`src/rtl/bus_pkg.sv`:
```
// Shared definitions for the CPU-side memory bus: widths, direction encoding,
// master FSM state type and the read-data gating helper.
package bus_pkg;

    localparam int ADDR_W = 16;
    localparam int DATA_W = 8;

    localparam logic BUS_RW_READ  = 1'b1;
    localparam logic BUS_RW_WRITE = 1'b0;

    typedef enum logic [1:0] {
        IDLE = 2'd0,
        BUSY = 2'd1,
        RESP = 2'd2,
        GAP  = 2'd3
    } bus_master_state_t;

    // Writes (and anything not a read) must never leak bus read data upward.
    function automatic logic [DATA_W-1:0] bus_rdata_sel(input logic rw,
                                                        input logic [DATA_W-1:0] rdata);
        return (rw == BUS_RW_READ) ? rdata : '0;
    endfunction

endpackage

```
`src/rtl/bus_master_if.sv`:
```
// Request/response ports of the bus master plus the responder-facing bus wires.
// master modport is the bus_master view; slave is the CPU/responder side view.
interface bus_master_if;
    import bus_pkg::*;

    logic              req_valid;
    logic              req_ready;
    logic              req_rw;
    logic [ADDR_W-1:0] req_addr;
    logic [DATA_W-1:0] req_wdata;

    logic              rsp_valid;
    logic              rsp_ready;
    logic [DATA_W-1:0] rsp_rdata;
    logic              rsp_err;

    logic [ADDR_W-1:0] Addr;
    logic [DATA_W-1:0] WData;
    logic              RW;
    logic              Cmd;
    logic [DATA_W-1:0] RData;
    logic              Finish;

    modport master (
        input  req_valid, req_rw, req_addr, req_wdata, rsp_ready, RData, Finish,
        output req_ready, rsp_valid, rsp_rdata, rsp_err, Addr, WData, RW, Cmd
    );

    modport slave (
        output req_valid, req_rw, req_addr, req_wdata, rsp_ready, RData, Finish,
        input  req_ready, rsp_valid, rsp_rdata, rsp_err, Addr, WData, RW, Cmd
    );

endinterface

```
`src/rtl/bus_timeout_cnt.sv`:
```
// Cycle counter for a pending bus command: cleared when a command starts,
// counts waiting cycles, flags the cycle in which the LIMIT-th wait cycle ends.
module bus_timeout_cnt #(
    parameter int unsigned LIMIT = 255
) (
    input  logic clk,
    input  logic rst,
    input  logic clear,
    input  logic enable,
    output logic expired
);

    localparam logic [15:0] LAST = 16'(LIMIT - 1);

    logic [15:0] count_reg;
    logic [15:0] count_next;

    always_comb begin
        count_next = count_reg;
        if (clear) begin
            count_next = '0;
        end else if (enable) begin
            count_next = count_reg + 16'd1;
        end
    end

    always_ff @(posedge clk) begin
        if (rst) begin
            count_reg <= '0;
        end else begin
            count_reg <= count_next;
        end
    end

    // Asserted while the current wait cycle is the last one allowed.
    assign expired = enable && (count_reg == LAST);

endmodule

```
`src/rtl/bus_master.sv`:
```
// Single-outstanding initiator for the 16-bit address / 8-bit data memory bus.
// Optional command timeout is built when BUS_MASTER_TIMEOUT_EN is defined.
module bus_master
    import bus_pkg::*;
#(
    parameter int unsigned TIMEOUT_CYCLES = 255
) (
    input  logic         clk,
    input  logic         rst,
    bus_master_if.master bus
);

    if (TIMEOUT_CYCLES < 1 || TIMEOUT_CYCLES > 65535) begin : g_bad_timeout
        $error("bus_master: TIMEOUT_CYCLES out of range 1..65535");
    end

    bus_master_state_t state_reg, state_next;

    logic              req_ready_reg, req_ready_next;
    logic              cmd_reg, cmd_next;
    logic              rsp_valid_reg, rsp_valid_next;
    logic [ADDR_W-1:0] addr_reg, addr_next;
    logic [DATA_W-1:0] wdata_reg, wdata_next;
    logic              rw_reg, rw_next;
    logic [DATA_W-1:0] rdata_reg, rdata_next;
    logic              err_reg, err_next;

    logic accept;
    logic timeout_hit;

    assign accept = (state_reg == IDLE) && req_ready_reg && bus.req_valid;

`ifdef BUS_MASTER_TIMEOUT_EN
    logic busy_wait;

    assign busy_wait = (state_reg == BUSY) && !bus.Finish;

    bus_timeout_cnt #(
        .LIMIT (TIMEOUT_CYCLES)
    ) u_timeout (
        .clk     (clk),
        .rst     (rst),
        .clear   (accept),
        .enable  (busy_wait),
        .expired (timeout_hit)
    );
`else
    assign timeout_hit = 1'b0;
`endif

    always_comb begin
        state_next = state_reg;
        addr_next  = addr_reg;
        wdata_next = wdata_reg;
        rw_next    = rw_reg;
        rdata_next = rdata_reg;
        err_next   = err_reg;

        unique case (state_reg)
            IDLE: begin
                if (accept) begin
                    state_next = BUSY;
                    addr_next  = bus.req_addr;
                    wdata_next = bus.req_wdata;
                    rw_next    = bus.req_rw;
                end
            end
            BUSY: begin
                // Finish takes priority over a timeout expiring in the same cycle.
                if (bus.Finish) begin
                    state_next = RESP;
                    rdata_next = bus_rdata_sel(rw_reg, bus.RData);
                    err_next   = 1'b0;
                end else if (timeout_hit) begin
                    state_next = RESP;
                    rdata_next = '0;
                    err_next   = 1'b1;
                end
            end
            RESP: begin
                if (bus.rsp_ready) begin
                    state_next = GAP;
                end
            end
            GAP: begin
                state_next = IDLE;
            end
            default: begin
                state_next = IDLE;
            end
        endcase

        // Outputs are decoded from the next state so they come straight off flops.
        req_ready_next = (state_next == IDLE);
        cmd_next       = (state_next == BUSY);
        rsp_valid_next = (state_next == RESP);
    end

    always_ff @(posedge clk) begin
        if (rst) begin
            state_reg     <= IDLE;
            req_ready_reg <= 1'b0;
            cmd_reg       <= 1'b0;
            rsp_valid_reg <= 1'b0;
            addr_reg      <= '0;
            wdata_reg     <= '0;
            rw_reg        <= BUS_RW_READ;
            rdata_reg     <= '0;
            err_reg       <= 1'b0;
        end else begin
            state_reg     <= state_next;
            req_ready_reg <= req_ready_next;
            cmd_reg       <= cmd_next;
            rsp_valid_reg <= rsp_valid_next;
            addr_reg      <= addr_next;
            wdata_reg     <= wdata_next;
            rw_reg        <= rw_next;
            rdata_reg     <= rdata_next;
            err_reg       <= err_next;
        end
    end

    assign bus.req_ready = req_ready_reg;
    assign bus.Cmd       = cmd_reg;
    assign bus.Addr      = addr_reg;
    assign bus.WData     = wdata_reg;
    assign bus.RW        = rw_reg;
    assign bus.rsp_valid = rsp_valid_reg;
    assign bus.rsp_rdata = rdata_reg;
    assign bus.rsp_err   = err_reg;

endmodule

```
`src/flat_wrapper.sv`:
```
// flat-port wrapper written by rule: the top's interface ports become plain ports
module bus_master_flat import bus_pkg::*;
#(
    parameter int unsigned TIMEOUT_CYCLES = 255
)
  (clk, rst, bus_req_valid, bus_req_rw, bus_req_addr, bus_req_wdata, bus_rsp_ready, bus_RData, bus_Finish, bus_req_ready, bus_rsp_valid, bus_rsp_rdata, bus_rsp_err, bus_Addr, bus_WData, bus_RW, bus_Cmd);
  bus_master_if bus_i ();
  input  logic clk;
  input  logic rst;
  input wire logic [$bits(bus_i.req_valid)-1:0] bus_req_valid;
  input wire logic [$bits(bus_i.req_rw)-1:0] bus_req_rw;
  input wire logic [$bits(bus_i.req_addr)-1:0] bus_req_addr;
  input wire logic [$bits(bus_i.req_wdata)-1:0] bus_req_wdata;
  input wire logic [$bits(bus_i.rsp_ready)-1:0] bus_rsp_ready;
  input wire logic [$bits(bus_i.RData)-1:0] bus_RData;
  input wire logic [$bits(bus_i.Finish)-1:0] bus_Finish;
  output wire logic [$bits(bus_i.req_ready)-1:0] bus_req_ready;
  output wire logic [$bits(bus_i.rsp_valid)-1:0] bus_rsp_valid;
  output wire logic [$bits(bus_i.rsp_rdata)-1:0] bus_rsp_rdata;
  output wire logic [$bits(bus_i.rsp_err)-1:0] bus_rsp_err;
  output wire logic [$bits(bus_i.Addr)-1:0] bus_Addr;
  output wire logic [$bits(bus_i.WData)-1:0] bus_WData;
  output wire logic [$bits(bus_i.RW)-1:0] bus_RW;
  output wire logic [$bits(bus_i.Cmd)-1:0] bus_Cmd;
  assign bus_i.req_valid = bus_req_valid;
  assign bus_i.req_rw = bus_req_rw;
  assign bus_i.req_addr = bus_req_addr;
  assign bus_i.req_wdata = bus_req_wdata;
  assign bus_i.rsp_ready = bus_rsp_ready;
  assign bus_i.RData = bus_RData;
  assign bus_i.Finish = bus_Finish;
  assign bus_req_ready = bus_i.req_ready;
  assign bus_rsp_valid = bus_i.rsp_valid;
  assign bus_rsp_rdata = bus_i.rsp_rdata;
  assign bus_rsp_err = bus_i.rsp_err;
  assign bus_Addr = bus_i.Addr;
  assign bus_WData = bus_i.WData;
  assign bus_RW = bus_i.RW;
  assign bus_Cmd = bus_i.Cmd;
  bus_master #(.TIMEOUT_CYCLES(TIMEOUT_CYCLES)) u_core (.clk(clk), .rst(rst), .bus(bus_i));
endmodule
```
`config.mk`:
```
export PLATFORM = sky130hd
export DESIGN_NAME = bus_master_flat
export DESIGN_NICKNAME = d
export VERILOG_FILES = /design/src/rtl/bus_pkg.sv /design/src/rtl/bus_master_if.sv /design/src/rtl/bus_timeout_cnt.sv /design/src/rtl/bus_master.sv /design/src/flat_wrapper.sv
export SDC_FILE = /design/constraint.sdc
export NUM_CORES = 1
export LEC_CHECK = 0
export ABC_AREA = 1
export ABC_CLOCK_PERIOD_IN_PS = 1000
export CAP_MARGIN = 20
export CORE_UTILIZATION = 30
export CTS_CLUSTER_SIZE = 8
export DETAILED_ROUTE_END_ITERATION = 16
export DONT_BUFFER_PORTS = 1
export GPL_ROUTABILITY_DRIVEN = 0
export REMOVE_ABC_BUFFERS = 1
export SYNTH_ARGS = -nofsm -noshare
export SYNTH_HDL_FRONTEND = slang
export SYNTH_SLANG_ARGS = --single-unit
```
`constraint.sdc`:
```
create_clock -name clk -period 1 [get_ports clk]
set_input_delay 0.3 -clock clk [delete_from_list [all_inputs] [get_ports clk]]
set_output_delay 0.3 -clock clk [all_outputs]
set_load 0.005 [all_outputs]
```
## Word-level counts from Yosys, hierarchy flattened

Index checks and enable logic that the tools add are counted.
W data, S select, Z words.

| cells by class | value |
|---|---|
| $add $sub $neg | 0 |
| multiply operators | 0 |
| div/mod/pow operators | 0 |
| $lt $le $gt $ge | 0 |
| eq/ne operators | 5 |
| shifts and indexed selects | 0 |
| multiplexer cells | 5 |
| bitwise logic cells | 0 |
| reduce and logical (&&, ||, !) cells | 6 |

Operators by type and width:

| kind | count |
|---|---|
| $mux W8 | 1 |
| $pmux W2 S4 | 1 |
| $eq A2 B2 Y1 const B | 3 |
| $mux W2 | 3 |
| $eq A2 B1 Y1 const B | 2 |
| $logic_not A2 Y1 | 2 |
| $reduce_and A2 Y1 | 2 |
| $logic_and A1 B1 Y1 | 2 |

| word-level totals | value |
|---|---|
| bits in registers | 38 |
| bits in latches | 0 |
| memory bits (writable) | 0 |
| ROM bits | 0 |
| bits of input ports | 38 |
| output and inout port bits | 37 |
| word-level logic and storage cells | 24 |
| memories kept | 0 |

## Longest topological paths before layout

Gate-level depths: netlist (run 1).

| depth | value |
|---|---|
| word-level depth | 6 |
| depth in mapped cells | 8 |
| gate-level depth less buffers | 6 |

## Worst setup path before layout (run 1)

OpenSTA, ideal clock, no wires.

| timing | value |
|---|---|
| path type | register to register |
| from | register u_core.state_reg[1] |
| to | register u_core.addr_reg[10] (netlist: u_core.bus.Addr[10]) |
| setup time | 113 ps |
| arrival time | 893 ps |
| setup slack | -6 ps |
| stages on the path, launching flop included | 7 |
| path buffers | 2 |
| clock period less this slack | 1006 ps |
| cell sequence | dfxtp_1 -> nor2_2 -> nand2_2 -> buf_6 -> buf_12 -> o21ai_1 -> nor2_1 |

| on the way | value |
|---|---|
| word-level cells in the longest chain between the ends | 4 |

Ends and longest elaborated chain:

| item | RTL line | RTL |
|---|---|---|
| start, declared | bus_master.sv:17 | `bus_master_state_t state_reg, state_next;` |
| start signal, assigned | bus_master.sv:111 | `state_reg <= state_next;` |
| $logic_not A2 Y1 * | bus_master.sv:31, bus_master.sv:59 |  |
| $logic_and A1 B1 Y1 (2 in series) | bus_master.sv:31 | `assign accept = (state_reg == IDLE) && req_ready_reg && bus.req_valid;` |
| $reduce_and A2 Y1 (no source line) * | n/a |  |
| end signal, assigned | bus_master.sv:115 | `addr_reg <= addr_next;` |
| end, declared | bus_master.sv:22 | `logic [ADDR_W-1:0] addr_reg, addr_next;` |

Every way passes the cells marked *; elsewhere a longest branch is shown, timed or not.
A chain may end at the register's enable or synchronous reset.

## Worst setup path after layout (run 1)

| timing | value |
|---|---|
| from | register u_core.req_ready_reg (netlist: u_core.bus.req_ready) |
| to | output port bus_req_ready |

RTL lines:

| item | RTL line | RTL |
|---|---|---|
| start, declared | bus_master.sv:19 | `logic req_ready_reg, req_ready_next;` |
| start signal, assigned | bus_master.sv:112 | `req_ready_reg <= req_ready_next;` |
| end, declared | flat_wrapper.sv:17 | `output wire logic [$bits(bus_i.req_ready)-1:0] bus_req_ready;` |

No word-level cell between the ends.

==> results of run 1 <==
through the flow:
stage / total power [mW] / TNS (ns) / hold slack, ns
finish: 3.59 / -0.156 / 0.0677
global route: 3.79 / -2.30 / 0.0543
CTS: 3.56 / -0.0493 / 0.0550
detailed placement: 2.24 / -0.0487 / 0.375
global placement: 2.23 / 0 / 0.372
floorplan: 2.07 / -5.67 / 0.369
area by class of cell:
| type | instances | area [um2] |
|---|---|---|
| clock inverter | 3 | 40.0 |
| timing repair buffer | 12 | 171 |
| tap | 54 | 67.6 |
| multi-input combinational | 131 | 598 |
| clock buffer | 5 | 68.8 |
| fill | 513 | 2900 |
| sequential | 38 | 768 |
| inverter | 17 | 75.1 |
cells by family after synthesis:
logic type	count (synthesis)	synth area share
simple gates	105	0.293
flops	38	0.520
compound gates	25	0.0855
buf+inv	27	0.0992
other cells	1	0.00256
layout by cell type, fill, tap and decap left out, drive strengths merged:
cell type / count
conb: 1
bufinv: 1
clkbuf: 8
dfxtp: 38
inv: 16
nor2: 60
nand4: 1
nand3: 5
clkinv: 2
buf: 9
o21ai: 24
nand2: 39
a21oi: 1
clkinvlp: 1
power by group through the flow:
stage,Combinational [mW],Clock [mW],Sequential [mW]
global route,0.609,1.39,1.79
global placement,0.434,0,1.80
floorplan,0.296,0,1.78
finish,0.535,1.29,1.77
detailed placement,0.442,0,1.80
CTS,0.458,1.33,1.77
path summary, 6_finish.rpt:
path / slack, ns / end / from
max: -0.02 / bus_req_ready / u_core.bus.req_ready$_SDFF_PP0_
min: 0.07 / u_core.bus.rsp_rdata[1]$_SDFFE_PP0P_ / rst
max reg2reg: -0.02 / u_core.bus.WData[2]$_SDFFE_PP0P_ / u_core.state_reg[1]$_SDFF_PP0_
min reg2reg: 0.50 / u_core.bus.Addr[6]$_SDFFE_PP0P_ / u_core.bus.Addr[6]$_SDFFE_PP0P_
routing by layer:
layer	track usage	wire [um]	vias to the layer above	part of all wire
met5	0	0	-	0
met4	0.0850	83	0	0.025
met3	0.0366	241	8	0.074
met2	0.205	1580	40	0.49
met1	0.147	1350	513	0.41
li1	-	-	615	-
timing repair:
item,4_1_cts,5_1_grt
pin swaps,2,2
hold endpoints to repair,0,0
gates cloned,0,2
buffers inserted,0,1
resized for setup,14,17
endpoints found under the setup margin,19,39
==> impl_metrics.csv, run 1 <==
group,metric,value,unit
power,p_clk_frac,0.358,
worst_hold_path,hp-class,"in2reg",
critical_path,crit_chain,"buf_6",
floorplan,die_area,5160,um2
route,vias,1176,
global_routing,grt_pass1_wl,4.97,mm
synthesis,yosysWarnings,0,
placement,hpwl,2.18,mm
sta,fin_crit_sh,1.02,
finish,nNetsFinal,243,
global_routing,grt_usage,0.128,
synthesis,avgSynthCellArea,7.46,um2
finish,area_growth,22.3,%
route,dr.pass1.iters,5,
cts,clock_sinks,38,
synthesis,synth.area.top_cells,"dfxtp_1, nor2_1, nand2_1, o21ai_1, inv_1",
critical_path,crit_buf_inv,1,
synthesis,syn_inst,196,
route,first_iter_violations,45,
cts,clock_latency,0.29,ns
synthesis,synth.ff_latch_count,38,
floorplan,die_y,71.8,um
cts,path_clk_slew,0.08,ns
sta,fin_crit,1.02,ns
finish,largest_register_ff_count,16,
cts,cts_buffers,5,
synthesis,async_flop_share,0,
global_routing,grt_antenna_before_repair,0,
outcome,violations,"setup timing",
placement,place_ws,-0.0376,ns
critical_path,crit_path_start_kind,"register",
route,wl_per_cell,12.5,um
floorplan,rows,25,
power,power.leakage,0.770,nW
critical_path,arrival,0.72,ns
global_routing,globalRouteOverflowTotal,0,
run,cap_violations,0,
route,final_antenna_net_count,0,
critical_path,slowest_stage,"dfxtp_2",
cts,clk_path_buf_depth,2,
route,via_per_inst,4.52,
floorplan,io_pins,75,
power,powerDensity,2010,nW/um2
power,p_sw,942,uW
sta,fmax,0.976,GHz
synthesis,synth_edf_count,0,
power,power.internal,2.65,mW
finish,final_util,0.381,
sta,slew_violations,0,
power,swShare,0.262,
synthesis,ys.flop_type,"dfxtp_1",
synthesis,yosysUniqueCellTypes,19,
critical_path,cp_data_required_time,0.70,ns
finish,final_cells,260,
cts,tritoncts,"yes",
outcome,outcome,"finished, violations left",
route,drc_errors,0,
worst_hold_path,min_delay_path_depth,1,
critical_path,path_delay_family,"flip-flops",
floorplan,core_region_area,4690,um2
critical_path,endpoint_kind,"output port",
synthesis,synthTopCellsByCount,"nor2_1, dfxtp_1, nand2_1",
critical_path,reg2regPathDepth,5,
sta,setup_viol,16,
critical_path,criticalPathCategory,"reg2out",
synthesis,post-synth-top-area-cell,"dfxtp_1",
placement,dp_cells,249,
placement,placed_area,1550,um2
global_routing,grt_max_degree,27,
finish,n_antenna_cell,0,
sta,rsz0062_at_grt,"yes",
global_routing,grt_pass1_vias,1058,
cts,htreeDepth,2,
floorplan,die_w,71.8,um
finish,stdcell_area,1790,um2
critical_path,crit_fanout,2,
cts,cts-root-buf,"clkbuf_8",
floorplan,initial_core_util,0.312,
power,ir_drop,0.000678,V
sta,clock_skew,0.00563,ns
synthesis,synth_most_common_cell,"nor2_1",
power,pwr-share-seq,0.493,
route,wirelength,3.26,mm
power,power_frac_comb,0.149,
finish,drive_gt1_frac,0.199,
sta,hold_viol,0,
synthesis,synth-seq-area-share,0.520,
critical_path,path_depth,1,
sta,setup_ws,-0.0248,ns
synthesis,syn_area,1460,um2
cts,ctsHoldBuffers,0,
placement,portBuffers,0,
synthesis,yosysTopAreaCellShare,0.520,
critical_path,max_stage_delay,0.33,ns
Power figures use the tool's default switching activity.
==> run 2, diff against run 1 <==
==> constraint.sdc (replaced) <==
create_clock -name clk -period 1 [get_ports clk]
set_input_delay 0.3 -clock clk [delete_from_list [all_inputs] [get_ports clk]]
set_output_delay 0.3 -clock clk [all_outputs]
set_load 0.02 [all_outputs]
==> impl_metrics.csv, run 2 (synthesis results as in run 1) <==
group,metric,value,unit
outcome,outcome,"finished, violations left",
outcome,violations,"setup timing",
route,wl_per_cell,12.8,um
floorplan,die_w,71.8,um
critical_path,max_stage_delay,0.36,ns
finish,num-fill-cells,472,
power,pwr-share-seq,0.529,
critical_path,crit_path_start_kind,"register",
run,cap_violations,0,
power,p_sw,1.10,mW
global_routing,grt_pass1_vias,1174,
global_routing,globalRouteOverflowTotal,0,
critical_path,arrival,0.78,ns
sta,setup_viol,23,
route,wirelength,3.33,mm
route,final_antenna_net_count,0,
critical_path,slowest_stage,"dfxtp_4",
route,via_per_inst,4.63,
route,drc_errors,0,
floorplan,io_pins,75,
finish,final_common_cell,"nor2_1",
power,swShare,0.306,
placement,portBuffers,0,
finish,layout_common_cells,"nor2_1, dfxtp_4, nand2_1, o21ai_2, inv_1",
floorplan,initial_core_util,0.312,
power,powerDensity,1790,nW/um2
power,power_frac_comb,0.170,
finish,drive_gt1_frac,0.490,
sta,clock_skew,0.0120,ns
sta,worst_hold_slack,0.0475,ns
critical_path,path_delay_family,"flip-flops",
global_routing,grt_antenna_before_repair,0,
power,power.leakage,0.828,nW
cts,ctsHoldBuffers,0,
sta,setup_ws,-0.0787,ns
sta,rsz0062_at_grt,"yes",
route,first_iter_violations,29,
global_routing,grt_pass1_wl,5.16,mm
cts,tritoncts,"yes",
finish,area_growth,37.8,%
finish,nNetsFinal,243,
global_routing,grt_usage,0.132,
cts,clock_latency,0.29,ns
critical_path,crit_fanout,5,
route,vias,1203,
cts,cts_buffers,5,
power,power.internal,2.50,mW
critical_path,cp_data_required_time,0.70,ns
critical_path,criticalPathCategory,"reg2out",
placement,hpwl,2.10,mm
cts,clock_sinks,38,
global_routing,grt_max_degree,28,
critical_path,crit_buf_inv,1,
finish,n_antenna_cell,0,
cts,htreeDepth,2,
critical_path,crit_chain,"buf_12",
sta,fmax,0.927,GHz
finish,largest_register_ff_count,16,
sta,slew_violations,0,
sta,fin_crit_sh,1.08,
route,dr.pass1.iters,7,
sta,fin_crit,1.08,ns
worst_hold_path,hp-class,"in2reg",
power,p_clk_frac,0.301,
cts,clk_path_buf_depth,2,
critical_path,endpoint_kind,"output port",
sta,hold_viol,0,
cts,cts-root-buf,"clkbuf_8",
finish,final_util,0.430,
floorplan,core_region_area,4690,um2
floorplan,die_y,71.8,um
floorplan,rows,25,
cts,path_clk_slew,0.08,ns
floorplan,die_area,5160,um2
power,ir_drop,0.000680,V
## run 2: final cells by class
cell class                 count  area [um2]  share of cell area
clock inverter                 1        5.00             0.00248
inverter                      17        73.8              0.0366
tap                           54        67.6              0.0335
multi-input combinational    131         704               0.349
sequential                    38         893               0.443
clock buffer                   7        86.3              0.0428
timing repair buffer          12         185              0.0919
## run 2: worst paths after layout
| check | start | depth (start not counted) | slack [ns] | end |
|---|---|---|---|---|
| worst min register to register | u_core.bus.RW$_SDFFE_PP1P_ | 2 | 0.51 | u_core.bus.RW$_SDFFE_PP1P_ |
| worst max register to register | u_core.state_reg[0]$_SDFF_PP0_ | 5 | -0.04 | u_core.bus.WData[3]$_SDFFE_PP0P_ |
| worst min-delay path | rst | 1 | 0.05 | u_core.bus.rsp_rdata[0]$_SDFFE_PP0P_ |
| worst max-delay path | u_core.bus.RW$_SDFFE_PP1P_ | 1 | -0.08 | bus_RW |
## run 2: what timing repair did
action	4_1_cts	5_1_grt
resized for setup	65	72
setup buffers	0	1
cloned	0	3
pin swaps	2	8
endpoints found under the setup margin	71	72
## run 2: layer usage
metal | vias up | GRT usage | wire length, um
li1 | 617 | - | -
met3 | 7 | 0.0605 | 246
met4 | 0 | 0.0654 | 70
met5 | - | 0 | 0
met2 | 40 | 0.230 | 1680
met1 | 539 | 0.133 | 1340
## run 2: power by group through the flow
stage                     Sequential, mW  Clock [mW]  Combinational [mW]
final                               1.90        1.08               0.613
after global routing                1.92        1.20               0.693
after CTS                           1.92        1.15               0.489
after detailed placement            1.93           0               0.443
after global placement              1.93           0               0.436
after floorplan                     1.93           0               0.298
## run 2: per-stage QoR
step	total power [mW]	setup slack, ns	area (um2)	std cells	TNS, ns
final	3.60	-0.0787	2020	260	-0.631
after global routing	3.82	-0.109	2020	260	-2.14
after CTS	3.57	-0.0948	1740	256	-0.159
after detailed placement	2.37	-0.0947	1530	248	-2.49
after global placement	2.36	-0.0878	1530	248	-1.92
after floorplan	2.22	-0.314	1380	186	-8.04
==> run 3, diff against run 2 <==
--- a/config.mk
+++ b/config.mk
@@ -13,7 +13,6 @@
 export DETAILED_ROUTE_END_ITERATION = 16
 export DONT_BUFFER_PORTS = 1
 export GPL_ROUTABILITY_DRIVEN = 0
-export REMOVE_ABC_BUFFERS = 1
 export SYNTH_ARGS = -nofsm -noshare
 export SYNTH_HDL_FRONTEND = slang
 export SYNTH_SLANG_ARGS = --single-unit
==> impl_metrics.csv, run 3 (synthesis results as in run 1) <==
group,metric,value,unit
placement,dp_cells,252,
finish,area_growth,45.6,%
cts,clock_latency,0.29,ns
global_routing,use_met1,0.153,
global_routing,top_usage_layer,"met2",
global_routing,grt_antenna_before_repair,0,
floorplan,die_w,71.8,um
sta,fin_crit_sh,1.06,
critical_path,criticalPathCategory,"reg2reg",
power,power.leakage,0.875,nW
finish,largest_register_ff_count,16,
global_routing,grt_max_degree,21,
critical_path,endpoint_kind,"register",
route,final_antenna_net_count,0,
global_routing,met2_usage,0.210,
route,first_iter_violations,38,
floorplan,die_y,71.8,um
global_routing,grt_pass1_wl,5.23,mm
critical_path,max_stage_delay,0.37,ns
cts,cts-root-buf,"clkbuf_8",
finish,final_common_cell,"nor2_1",
floorplan,initial_core_util,0.312,
critical_path,crit_fanout,15,
worst_hold_path,hp-class,"in2reg",
sta,tns,-0.574,ns
floorplan,rows,25,
critical_path,crit_buf_inv,1,
sta,setup_ws,-0.0644,ns
finish,n_antenna_cell,0,
finish,layout_common_cells,"nor2_1, dfxtp_4, nand2_1, o21ai_1",
sta,clock_skew,0.00607,ns
critical_path,crit_path_start_kind,"register",
sta,hold_viol,0,
floorplan,io_pins,75,
power,powerDensity,1970,nW/um2
route,dr.pass1.iters,10,
power,power.total,4.20,mW
placement,hpwl,2.20,mm
route,wl_per_cell,13.4,um
route,via_per_inst,4.64,
sta,fmax,0.939,GHz
critical_path,critPathLaunch,"u_core.state_reg[1]$_SDFF_PP0_",
run,cap_violations,0,
global_routing,grt_usage,0.134,
placement,portBuffers,0,
outcome,violations,"DRC, setup timing",
sta,rsz0062_at_grt,"yes",
cts,clock_sinks,38,
outcome,outcome,"finished, violations left",
critical_path,arrival,1.24,ns
global_routing,use_met3,0.0619,
power,ir_drop,0.000651,V
placement,place_ws,-0.0466,ns
cts,clk_path_buf_depth,2,
cts,htreeDepth,2,
finish,nNetsFinal,248,
cts,tritoncts,"yes",
global_routing,globalRouteOverflowTotal,0,
critical_path,crit_chain,"nor2_4, nand2_4, buf_12, o21ai_1, nor2_1",
critical_path,cp_data_required_time,1.18,ns
floorplan,die_area,5160,um2
finish,drive_gt1_frac,0.526,
cts,cts_buffers,5,
finish,final_cells,265,
global_routing,grt_pass1_vias,1120,
worst_hold_path,hold_start,"rst",
route,wirelength,3.54,mm
critical_path,timing.rr.start,"u_core.state_reg[1]$_SDFF_PP0_",
floorplan,core_region_area,4690,um2
sta,slew_violations,0,
cts,ctsHoldBuffers,0,
sta,setup_viol,26,
route,drc_errors,4,
critical_path,slowest_stage,"dfxtp_4",
critical_path,path_delay_family,"flip-flops",
cts,path_clk_slew,0.08,ns
synthesis,synth_nets,234,
route,vias,1229,
sta,fin_crit,1.06,ns
finish,final_util,0.454,
-- run 3: area by class of cell --
type	instances	area, um2
flip-flops and latches	38	901
fillers	461	2560
well taps	54	67.6
repair buffers	17	229
multi-input cells	131	716
inverters	17	73.8
clock buffers	6	82.6
clock inverters	2	60.1
-- run 3: final timing paths --
check,end,slack (ns),cells past startpoint
worst max-delay path,u_core.bus.Addr[4]$_SDFFE_PP0P_,-0.06,5
worst min-delay path,u_core.bus.rsp_rdata[4]$_SDFFE_PP0P_,0.06,1
worst max register to register,u_core.bus.Addr[4]$_SDFFE_PP0P_,-0.06,5
worst min register to register,u_core.bus.Addr[3]$_SDFFE_PP0P_,0.53,2
-- run 3: report_power, final --
group	internal, mW	total, mW	switching (mW)
combinational	0.337	0.688	0.350
sequential	1.66	1.92	0.262
clock	1.06	1.59	0.527
total	3.06	4.20	1.14
-- run 3: layer usage --
metal | wire, um | up-vias
met2 | 1740 | 39
met5 | 0 | -
met1 | 1510 | 564
li1 | - | 624
met3 | 269 | 2
met4 | 18 | 0
-- run 3: per-stage QoR --
stage	cell area (um2)	hold slack [ns]
floorplan	1500	0.426
global placement	1600	0.374
detailed placement	1600	0.375
CTS	1850	0.0479
global route	2130	0.0369
finish	2130	0.0584
-- run 3: what timing repair did --
action | in CTS | in global routing
gates cloned | 1 | 3
buffers inserted | 1 | 0
gates resized for setup | 53 | 86
pin swaps | 0 | 18
endpoints found under the setup margin | 73 | 72
